**src/rtl/vr_tg_pkg.sv**
```systemverilog
`default_nettype none
// +----------------------------------------------------------------------------+
// | Package     : vr_tg_pkg                                                    |
// | Description : Shared types and constants for the NIC traffic generator:    |
// |               traffic pattern and FSM state enums, LFSR taps, and flit     |
// |               field offset helpers.                                        |
// | Revision    : 1.0  initial release                                         |
// +----------------------------------------------------------------------------+
package vr_tg_pkg;

    typedef enum logic [1:0] {
        PAT_UNIFORM   = 2'd0,
        PAT_TRANSPOSE = 2'd1,
        PAT_NEIGHBOUR = 2'd2,
        PAT_HOTSPOT   = 2'd3
    } tg_pattern_e;

    typedef enum logic [1:0] {
        ST_IDLE = 2'd0,
        ST_RUN  = 2'd1,
        ST_DONE = 2'd2
    } tg_state_e;

    // Galois taps for x^16 + x^14 + x^13 + x^11 + 1 (maximal length)
    localparam logic [15:0] c_lfsr_taps         = 16'hB400;
    localparam logic [15:0] c_lfsr_default_seed = 16'hACE1;

    // Top bit of the destination field: it sits directly below the VC field.
    function automatic int dest_msb(input int fw, input int vc_bits);
        return fw - vc_bits - 1;
    endfunction

    // Lowest bit of the source field: it sits directly above the sequence id.
    function automatic int src_lsb(input int id_bits);
        return id_bits;
    endfunction

endpackage
`default_nettype wire

```
**src/rtl/tg_lfsr16.sv**
```systemverilog
`default_nettype none
// +----------------------------------------------------------------------------+
// | Module      : tg_lfsr16                                                    |
// | Description : 16-bit Galois LFSR with parallel load and step enable.       |
// |   clk        in   clock                                                    |
// |   rst        in   asynchronous active-high reset, loads SEED               |
// |   load       in   load load_value (wins over step)                         |
// |   step       in   advance one state                                        |
// |   load_value in   16-bit value for load                                    |
// |   lfsr       out  current state                                            |
// | Revision    : 1.0  initial release                                         |
// +----------------------------------------------------------------------------+
module tg_lfsr16
    import vr_tg_pkg::*;
#(
    parameter logic [15:0] SEED = 16'hACE1
) (
    input  logic        clk,
    input  logic        rst,
    input  logic        load,
    input  logic        step,
    input  logic [15:0] load_value,
    output logic [15:0] lfsr
);

    logic [15:0] lfsr_q;
    logic [15:0] lfsr_d;

    always_comb begin
        lfsr_d = lfsr_q;
        if (load) begin
            lfsr_d = load_value;
        end else if (step) begin
            lfsr_d = {1'b0, lfsr_q[15:1]} ^ (lfsr_q[0] ? c_lfsr_taps : 16'h0000);
        end
    end

    always_ff @(posedge clk or posedge rst) begin
        if (rst) begin
            lfsr_q <= SEED;
        end else begin
            lfsr_q <= lfsr_d;
        end
    end

    assign lfsr = lfsr_q;

endmodule
`default_nettype wire

```
**src/rtl/nic_traffic_gen.sv**
```systemverilog
`default_nettype none
// +----------------------------------------------------------------------------+
// | Module      : nic_traffic_gen                                              |
// | Description : Per-node torus traffic generator and ejection checker.       |
// |   enable/pattern/rate/num_flits  run control (pattern latched at start)    |
// |   nic_output_valid/data          injection port, one flit per valid cycle  |
// |   nic_input_valid/data           ejection port, counted and dest-checked   |
// |   flits_sent                     flits injected in the current run         |
// |   flits_received/misroute_count  saturating sink counters since reset      |
// |   error                          sticky misroute flag                      |
// |   done                           run has issued num_flits flits            |
// | Revision    : 1.0  initial release                                         |
// +----------------------------------------------------------------------------+
module nic_traffic_gen
    import vr_tg_pkg::*;
#(
    parameter int          ROW_COUNT       = 5,
    parameter int          COL_COUNT       = 5,
    parameter int          NUM_VC          = 4,
    parameter int          ROUTER_ID       = 0,
    parameter int          ID_BITS         = 12,
    parameter int          HOTSPOT         = 0,
    parameter logic [15:0] SEED            = 16'hACE1,
    parameter int          FLIT_DATA_WIDTH = 32
) (
    input  logic                       clk,
    input  logic                       reset,
    input  logic                       enable,
    input  logic [1:0]                 pattern,
    input  logic [7:0]                 rate,
    input  logic [15:0]                num_flits,
    output logic                       nic_output_valid,
    output logic [FLIT_DATA_WIDTH-1:0] nic_output_data,
    input  logic                       nic_input_valid,
    input  logic [FLIT_DATA_WIDTH-1:0] nic_input_data,
    output logic [15:0]                flits_sent,
    output logic [15:0]                flits_received,
    output logic [15:0]                misroute_count,
    output logic                       error,
    output logic                       done
);

    localparam int c_num_routers = ROW_COUNT * COL_COUNT;
    localparam int c_vc_bits     = $clog2(NUM_VC);
    localparam int c_rid_bits    = $clog2(c_num_routers);
    localparam int c_dest_msb    = dest_msb(FLIT_DATA_WIDTH, c_vc_bits);
    localparam int c_src_lsb     = src_lsb(ID_BITS);
    localparam int c_my_row      = ROUTER_ID / COL_COUNT;
    localparam int c_my_col      = ROUTER_ID % COL_COUNT;

    localparam logic [c_rid_bits-1:0] c_self           = c_rid_bits'(ROUTER_ID);
    localparam logic [c_rid_bits-1:0] c_self_next      = c_rid_bits'((ROUTER_ID + 1) % c_num_routers);
    localparam logic [c_rid_bits-1:0] c_transpose_dest = c_rid_bits'(c_my_col * COL_COUNT + c_my_row);
    localparam logic [c_rid_bits-1:0] c_neighbour_dest =
        c_rid_bits'(c_my_row * COL_COUNT + (c_my_col + 1) % COL_COUNT);
    localparam logic [c_rid_bits-1:0] c_hotspot_dest   = c_rid_bits'(HOTSPOT);
    // An all-zero seed would lock the LFSR, so it is replaced.
    localparam logic [15:0] c_seed = (SEED == 16'h0000) ? c_lfsr_default_seed : SEED;

    generate
        if (FLIT_DATA_WIDTH < c_vc_bits + 2 * c_rid_bits + ID_BITS) begin : g_chk_width
            $error("nic_traffic_gen: FLIT_DATA_WIDTH too small for flit fields");
        end
        if (ROW_COUNT != COL_COUNT) begin : g_chk_square
            $error("nic_traffic_gen: TRANSPOSE requires ROW_COUNT == COL_COUNT");
        end
    endgenerate

    tg_state_e                  state_q,   state_d;
    tg_pattern_e                pattern_q, pattern_d;
    logic [15:0]                sent_q,    sent_d;
    logic [ID_BITS-1:0]         seq_q,     seq_d;
    logic                       valid_q,   valid_d;
    logic [FLIT_DATA_WIDTH-1:0] flit_q,    flit_d;
    logic [15:0]                recv_q,    recv_d;
    logic [15:0]                mis_q,     mis_d;
    logic                       error_q,   error_d;

    logic [15:0]           w_lfsr;
    logic                  w_lfsr_step;
    logic                  w_inject;
    logic [c_rid_bits-1:0] w_uniform_raw;
    logic [c_rid_bits-1:0] w_uniform;
    logic [c_rid_bits-1:0] w_dest;
    logic [c_rid_bits-1:0] w_rx_dest;
    logic                  w_sink_unused;

    // Reset is the only seeding path; the load port is kept for reuse elsewhere.
    tg_lfsr16 #(
        .SEED (c_seed)
    ) u_lfsr (
        .clk        (clk),
        .rst        (reset),
        .load       (1'b0),
        .step       (w_lfsr_step),
        .load_value (c_seed),
        .lfsr       (w_lfsr)
    );

    assign w_inject = (w_lfsr[7:0] < rate) || (rate == 8'hFF);

    // Uniform picks from the upper LFSR byte; a self hit is bumped to the next node.
    assign w_uniform_raw = c_rid_bits'({8'h00, w_lfsr[15:8]} % 16'(c_num_routers));
    assign w_uniform     = (w_uniform_raw == c_self) ? c_self_next : w_uniform_raw;

    always_comb begin
        w_dest = w_uniform;
        case (pattern_q)
            PAT_UNIFORM:   w_dest = w_uniform;
            PAT_TRANSPOSE: w_dest = c_transpose_dest;
            PAT_NEIGHBOUR: w_dest = c_neighbour_dest;
            PAT_HOTSPOT:   w_dest = c_hotspot_dest;
            default:       w_dest = w_uniform;
        endcase
    end

    always_comb begin
        state_d     = state_q;
        pattern_d   = pattern_q;
        sent_d      = sent_q;
        seq_d       = seq_q;
        valid_d     = 1'b0;
        flit_d      = '0;
        w_lfsr_step = 1'b0;
        case (state_q)
            ST_IDLE: begin
                if (enable) begin
                    pattern_d = tg_pattern_e'(pattern);
                    sent_d    = 16'd0;
                    seq_d     = '0;
                    state_d   = (num_flits == 16'd0) ? ST_DONE : ST_RUN;
                end
            end
            ST_RUN: begin
                w_lfsr_step = 1'b1;
                if (!enable) begin
                    state_d = ST_IDLE;
                end else if (w_inject) begin
                    valid_d                           = 1'b1;
                    flit_d[c_dest_msb -: c_rid_bits]  = w_dest;
                    flit_d[c_src_lsb +: c_rid_bits]   = c_self;
                    flit_d[ID_BITS-1:0]               = seq_q;
                    sent_d                            = sent_q + 16'd1;
                    seq_d                             = seq_q + ID_BITS'(1);
                    // Leave on the issuing cycle so done rises with the last valid.
                    if (sent_q + 16'd1 == num_flits) begin
                        state_d = ST_DONE;
                    end
                end
            end
            ST_DONE: begin
                if (!enable) begin
                    state_d = ST_IDLE;
                end
            end
            default: state_d = ST_IDLE;
        endcase
    end

    // Sink runs regardless of generator state.
    assign w_rx_dest     = nic_input_data[c_dest_msb -: c_rid_bits];
    assign w_sink_unused = ^{nic_input_data[FLIT_DATA_WIDTH-1:c_dest_msb+1],
                             nic_input_data[c_dest_msb-c_rid_bits:0]};

    always_comb begin
        recv_d  = recv_q;
        mis_d   = mis_q;
        error_d = error_q;
        if (nic_input_valid) begin
            if (recv_q != 16'hFFFF) begin
                recv_d = recv_q + 16'd1;
            end
            if (w_rx_dest != c_self) begin
                error_d = 1'b1;
                if (mis_q != 16'hFFFF) begin
                    mis_d = mis_q + 16'd1;
                end
            end
        end
    end

    always_ff @(posedge clk or posedge reset) begin
        if (reset) begin
            state_q   <= ST_IDLE;
            pattern_q <= PAT_UNIFORM;
            sent_q    <= 16'd0;
            seq_q     <= '0;
            valid_q   <= 1'b0;
            flit_q    <= '0;
            recv_q    <= 16'd0;
            mis_q     <= 16'd0;
            error_q   <= 1'b0;
        end else begin
            state_q   <= state_d;
            pattern_q <= pattern_d;
            sent_q    <= sent_d;
            seq_q     <= seq_d;
            valid_q   <= valid_d;
            flit_q    <= flit_d;
            recv_q    <= recv_d;
            mis_q     <= mis_d;
            error_q   <= error_d;
        end
    end

    assign nic_output_valid = valid_q;
    assign nic_output_data  = flit_q;
    assign flits_sent       = sent_q;
    assign flits_received   = recv_q;
    assign misroute_count   = mis_q;
    assign error            = error_q;
    assign done             = (state_q == ST_DONE);

endmodule
`default_nettype wire

```
**config.mk**
```make
export PLATFORM = sky130hd
export DESIGN_NAME = nic_traffic_gen
export DESIGN_NICKNAME = d
export VERILOG_FILES = /design/src/rtl/vr_tg_pkg.sv /design/src/rtl/tg_lfsr16.sv /design/src/rtl/nic_traffic_gen.sv
export SDC_FILE = /design/constraint.sdc
export NUM_CORES = 1
export LEC_CHECK = 0
export CELL_PAD_IN_SITES_DETAIL_PLACEMENT = 1
export CELL_PAD_IN_SITES_GLOBAL_PLACEMENT = 1
export CORE_ASPECT_RATIO = 1.1
export CORE_UTILIZATION = 29
export CTS_BUF_LIST = sky130_fd_sc_hd__clkbuf_4 sky130_fd_sc_hd__clkbuf_8
export DETAILED_ROUTE_END_ITERATION = 6
export PLACE_DENSITY_LB_ADDON = 0.1
export SLEW_MARGIN = 40
export SYNTH_ARGS = -nofsm -noshare
export SYNTH_HDL_FRONTEND = slang
export SYNTH_SLANG_ARGS = --single-unit
```
**constraint.sdc**
```tcl
create_clock -name clk -period 5.6 [get_ports clk]
set_input_delay 0.84 -clock clk [delete_from_list [all_inputs] [get_ports clk]]
set_output_delay 0.84 -clock clk [all_outputs]
set_load 0.005 [all_outputs]
```
Word-level counts from Yosys, hierarchy flattened:

Cells that the tools add are included.

* RAM bits: 0
* register bits: 104
* memory bits (read-only): 0
* input port bits: 62
* memories kept: 0
* latch bits: 0
* output and inout bits: 83
* logic and storage cells: 74

* equal/unequal tests: 15
* bitwise logic cells: 1
* shift operators: 0
* div/mod/pow operators: 1
* multiply operators: 0
* magnitude comparators: 1
* reduce and logical (&&, ||, !) cells: 14
* add/sub/neg operators: 4
* mux-type cells: 28

Operator list (count)
* 12-bit 2-to-1 mux: 6
* 16-bit 2-to-1 mux: 4
* 16-bit by 1-bit adder with 16-bit output, second input constant: 3
* 16-bit != test, second input constant: 2
* 16-bit case mux with 2 select lines: 1
* 12-bit case mux with 2 select lines: 1
* 5-bit 2-to-1 mux: 4
* 16-bit == test: 1
* 16-bit logical NOT: 1
* 8-bit by 5-bit remainder unit with 16-bit output, second input constant: 1
* 15-bit by 16-bit XOR with 16-bit output: 1
* 5-bit case mux with 3 select lines: 1
* 12-bit by 1-bit adder with 12-bit output, second input constant: 1
* 2-bit 2-to-1 mux: 6
* 8-bit == test, second input constant: 1
* 8-bit less-than comparator: 1
* 2-bit != test, second input constant: 4
* 4-bit AND reduction: 2
* 2-bit == test, second input constant: 3
* 3-bit != test, second input constant: 2
* 2-bit case mux with 3 select lines: 1
* 2-bit AND reduction: 3
* 5-bit logical NOT: 1
* 5-bit nonzero test: 1
* other kinds (7): 12

Depth between registers and ports, before layout:

* word-level depth: 7
* gate-level depth with buffers: 21
* gate-level depth less buffers: 20

Cells and area by module:

From an unflattened synthesis, not the netlist that was laid out.

* cell total of the unflattened synthesis: 658
* area total of the unflattened synthesis: 6179.7 sq um

Modules (own cells, without submodules)
* nic_traffic_gen: sequential area each 2077.0 sq um, times used 1, area each 5371.4 sq um, cells an instance 583
* tg_lfsr16: sequential area each 410.4 sq um, times used 1, area each 808.3 sq um, cells an instance 75

Worst setup path before layout:

Ideal clock, no wire load.

* path kind: flip-flop to flip-flop
* start point: register u_lfsr.lfsr_q[11] (netlist: u_lfsr.lfsr[11])
* end point: register flit_q[25] (netlist: nic_output_data[25])
* path slack: 1.570 ns
* setup time: 0.076 ns
* arrival time: 3.953 ns
* stages on the path, launching flop included: 22
* data required time: 5.524 ns
* path buffers: 1
* period minus slack after synthesis: 4.030 ns
* cell sequence: dfstp_2 buf_6 nor3_4 and2b_2 ha_1 nand2b_1 o21a_2 nor2_4 xnor2_2 inv_1 ha_1 o211ai_2 a21oi_2 nor2_2 xnor2_1 ha_1 inv_1 o2111a_2 o31ai_4 mux2i_1 a2111o_1 o21ai_1

* word-level cells in the longest chain between the ends: 7

RTL lines
* start: declaration: line tg_lfsr16.sv:26 `logic [15:0] lfsr_q;`
* start signal: assignment: line tg_lfsr16.sv:42 `lfsr_q <= lfsr_d;`
* 8-bit by 5-bit remainder unit with 16-bit output (*): line nic_traffic_gen.sv:103 `assign w_uniform_raw = c_rid_bits'({8'h00, w_lfsr[15:8]} % 16'(c_num_routers));`
* 5-bit logical NOT: line nic_traffic_gen.sv:104 `assign w_uniform = (w_uniform_raw == c_self) ? c_self_next : w_uniform_raw;`
* 5-bit 2-to-1 mux (*): line nic_traffic_gen.sv:104
* 5-bit case mux with 3 select lines (*): line nic_traffic_gen.sv:108 `case (pattern_q)`
* 5-bit 2-to-1 mux (*): line nic_traffic_gen.sv:138 `end else if (w_inject) begin`
* 5-bit 2-to-1 mux (*): line nic_traffic_gen.sv:136 `if (!enable) begin`
* 5-bit 2-to-1 mux (*): line nic_traffic_gen.sv:125 `case (state_q)`
* via flit_d[25]: line nic_traffic_gen.sv:74 `logic [FLIT_DATA_WIDTH-1:0] flit_q, flit_d;`
* end signal: assignment: line nic_traffic_gen.sv:199 `flit_q <= flit_d;`
* end: declaration: line nic_traffic_gen.sv:74

Mark *: on every way through the listed nets, which the timed path passes. The rest lies on a longest branch.
A chain may end at the register's enable or synchronous reset.

Worst setup path in the final report:

* start point: register u_lfsr.lfsr_q[12] (netlist: u_lfsr.lfsr[12])
* end point: register flit_q[25] (netlist: nic_output_data[25])

The elaborated chain is that of the path after synthesis.

==> results_dict.tcl <==
set metrics [dict create \
    status "complete, no violations" \
    grt_util_all_layers 0.1567 \
    syn_area_um2 5851 \
    slowest_stage "dfrtp_1" \
    final_cell_mix "clkdlybuf4s50_1, dfrtp_1, nand2_1" \
    holdBufCountCts 0 \
    drt_first_pass_iters 4 \
    htreeDepth 3 \
    p_comb_frac 0.512 \
    dieHeight_um 151.0 \
    insertion_delay_ns 0.39 \
    drive_above_1_share 0.1035 \
    synth.distinct_cells 84 \
    pwr-share-seq 0.342 \
    crit_buf_inv 1 \
    cts_resized 0 \
    fin_tns_setup_ns 0 \
    p_total_mw 3.175 \
    leakagePower_nw 3.110 \
    async_flop_share 1.000 \
    grt_setup_unrepaired "false" \
    hold-worst-slack_ns 0.4904 \
    gr-total-overflow 0 \
    place_area_um2 7076 \
    p_sw_mw 1.356 \
    numCtsBuffers 9 \
    stdcell_count 967 \
    ios 145 \
    cp.arrival_ns 4.97 \
    synthFlopType "dfrtp_1" \
    crit_chain "nor3_4 -> and2b_2 -> ha_1 -> nand2b_1 -> o21a_2 -> nor2_4 -> xnor2_2 -> inv_1 -> ha_1 -> o211ai_2 -> a21oi_2 -> nor2_2 -> xnor2_1 -> ha_1 -> o2111a_2 -> o31ai_4 -> mux2i_1 -> a2111o_1 -> o21ai_1" \
    power_density_nw_per_um2 435.6 \
    dieArea_um2 20750 \
    hpwl_um 11390 \
    peakVddDrop_uv 204.9 \
    ys_seq_area_frac 0.4251 \
    area_delta_synth_final_pct 24.59 \
    cts_setup_buffers 0 \
    ys_ff_latch 99 \
    drt-initial-drc-count 227 \
    drt-total-wl_um 15410 \
    cts.clk_slew.worst_paths_ns 0.11 \
    cts.sinks 99 \
    crit_top_cell "ha_1" \
    critPathKind "reg2reg" \
    cts_root_buf "clkbuf_8" \
    slowest_delay_ns 0.56 \
    antenna_cells 0 \
    worstMarginPinSlew_ns 0.6995 \
    cts_tree "built" \
    rows 54 \
    gp_congestion 0.8281 \
    dieWidth_um 137.4 \
    setup_viol 0 \
    io_buffers 102 \
    period_share 0.8311 \
    finalMaxSlewViolations 0 \
    drv_cap 0 \
    grt_pass1_wl_um 25360 \
    critPathLaunch "u_lfsr.lfsr[12]" \
    end_kind "flip-flop" \
    fmax_ghz 0.2149 \
    cp_max_fo 13 \
    pwr-share-clk 0.146 \
    required_ns 5.92 \
    vias_per_cell 4.951 \
    finalHoldViolCount 0 \
    synth_area_per_cell_um2 9.591 \
    p_int_mw 1.820 \
    hp-start "error" \
    place_ws_ns 1.001 \
    max_slew_margin 0.5319 \
    final_util 0.3682 \
    period_minus_slack_ns 4.654 \
    r2r-start "u_lfsr.lfsr[12]" \
    fin_nets 788 \
    antenna_found_initial 0 \
    ant_nets 0 \
    vias 4788 \
    worstHoldPathType "reg2reg" \
    postLayoutSetupSlackWorst_ns 0.9459 \
    syn_inst 610 \
    core_area_um2 19800 \
    place_inst 951 \
    grt_max_degree 64 \
    grt_pass1_vias 4852 \
    synth-edff-count 0 \
    wire_per_inst_um 15.93 \
    finClkSkew_ns 0.01648 \
    crit_family "compound AO/OA/AOI/OAI gates" \
    final_common_cell "clkdlybuf4s50_1" \
    drcViolationCount 0 \
    start_util 0.2955 \
    final_area_um2 7289 \
    cp-start-kind "flip-flop" \
    clock_path_buffers 2 \
    switching_share 0.4269 \
    yosys_warnings 0 \
]
==> cells in the mapped netlist, drive strengths merged, types with 16 or more instances <==
library cell | count | area (µm²)
nor3 | 19 | 116.4
inv | 22 | 82.58
dfrtp | 91 | 2277
buf | 21 | 161.4
xor2 | 24 | 210.2
nand3 | 16 | 80.08
a21oi | 25 | 132.6
ha | 16 | 200.2
nor2 | 55 | 216.5
o21ai | 45 | 225.2
nand2 | 53 | 198.9
and3 | 17 | 106.4
xnor2 | 44 | 407.9
==> cell type report <==
type                            count  area, µm²
Sequential cell                    99       2487
Clock inverter                      6      55.05
Inverter                           23      91.34
Multi-Input combinational cell    469       3137
Tap cell                          252      315.3
Clock buffer                       10      137.6
Fill cell                        2260      12510
Timing Repair Buffer              108       1066
==> power by group through the flow <==
stage | Clock (mW) | Combinational, mW | Sequential [mW]
after floorplan | 0 | 1.27 | 1.00
after global placement | 0 | 1.60 | 1.09
after detailed placement | 0 | 1.63 | 1.10
after CTS | 0.490 | 1.64 | 1.09
after global routing | 0.520 | 1.81 | 1.12
final | 0.463 | 1.63 | 1.09
==> per-layer routing <==
| layer | wire [µm] | global-route usage | share of wire |
|---|---|---|---|
| met2 | 7624 | 0.2648 | 0.49 |
| met3 | 392 | 0.02510 | 0.025 |
| met1 | 7168 | 0.2026 | 0.47 |
| met4 | 221 | 0.05000 | 0.014 |
| met5 | 0 | 0 | 0 |
==> path summary, 6_finish.rpt <==
| path | endpoint | slack, ns | cells after the start |
|---|---|---|---|
| min in group asynchronous | misroute_count[15] | 0.88 | 2 |
| max in group asynchronous | nic_output_data[11] | 3.75 | 3 |
| worst min-delay path | error | 0.49 | 1 |
| worst max-delay path | nic_output_data[25] | 0.95 | 19 |
| worst max register to register | nic_output_data[25] | 0.95 | 19 |
| worst min register to register | error | 0.49 | 1 |
==> logic make-up after synthesis <==
| logic type | after synthesis | synth area share |
|---|---|---|
| AOI/OAI and AO/OA | 126 | 0.1518 |
| xor gates and xnor gates | 68 | 0.1056 |
| adders and majority gates | 16 | 0.03422 |
| buffers and inverters | 56 | 0.05175 |
| DFF | 99 | 0.4251 |
| muxes | 16 | 0.03080 |
| other | 1 | 0.0006410 |
| and+or+nand+nor | 228 | 0.2000 |
==> sequential cells by signal, indices dropped and copies added, names as in the netlist <==
name,cells
flits_received,16
seq_q,12
error,1
state_q,2
nic_output_data,17
pattern_q,2
u_lfsr.lfsr,16
nic_output_valid,1
misroute_count,16
flits_sent,16
No activity file was read; power rests on OpenSTA's default activity.
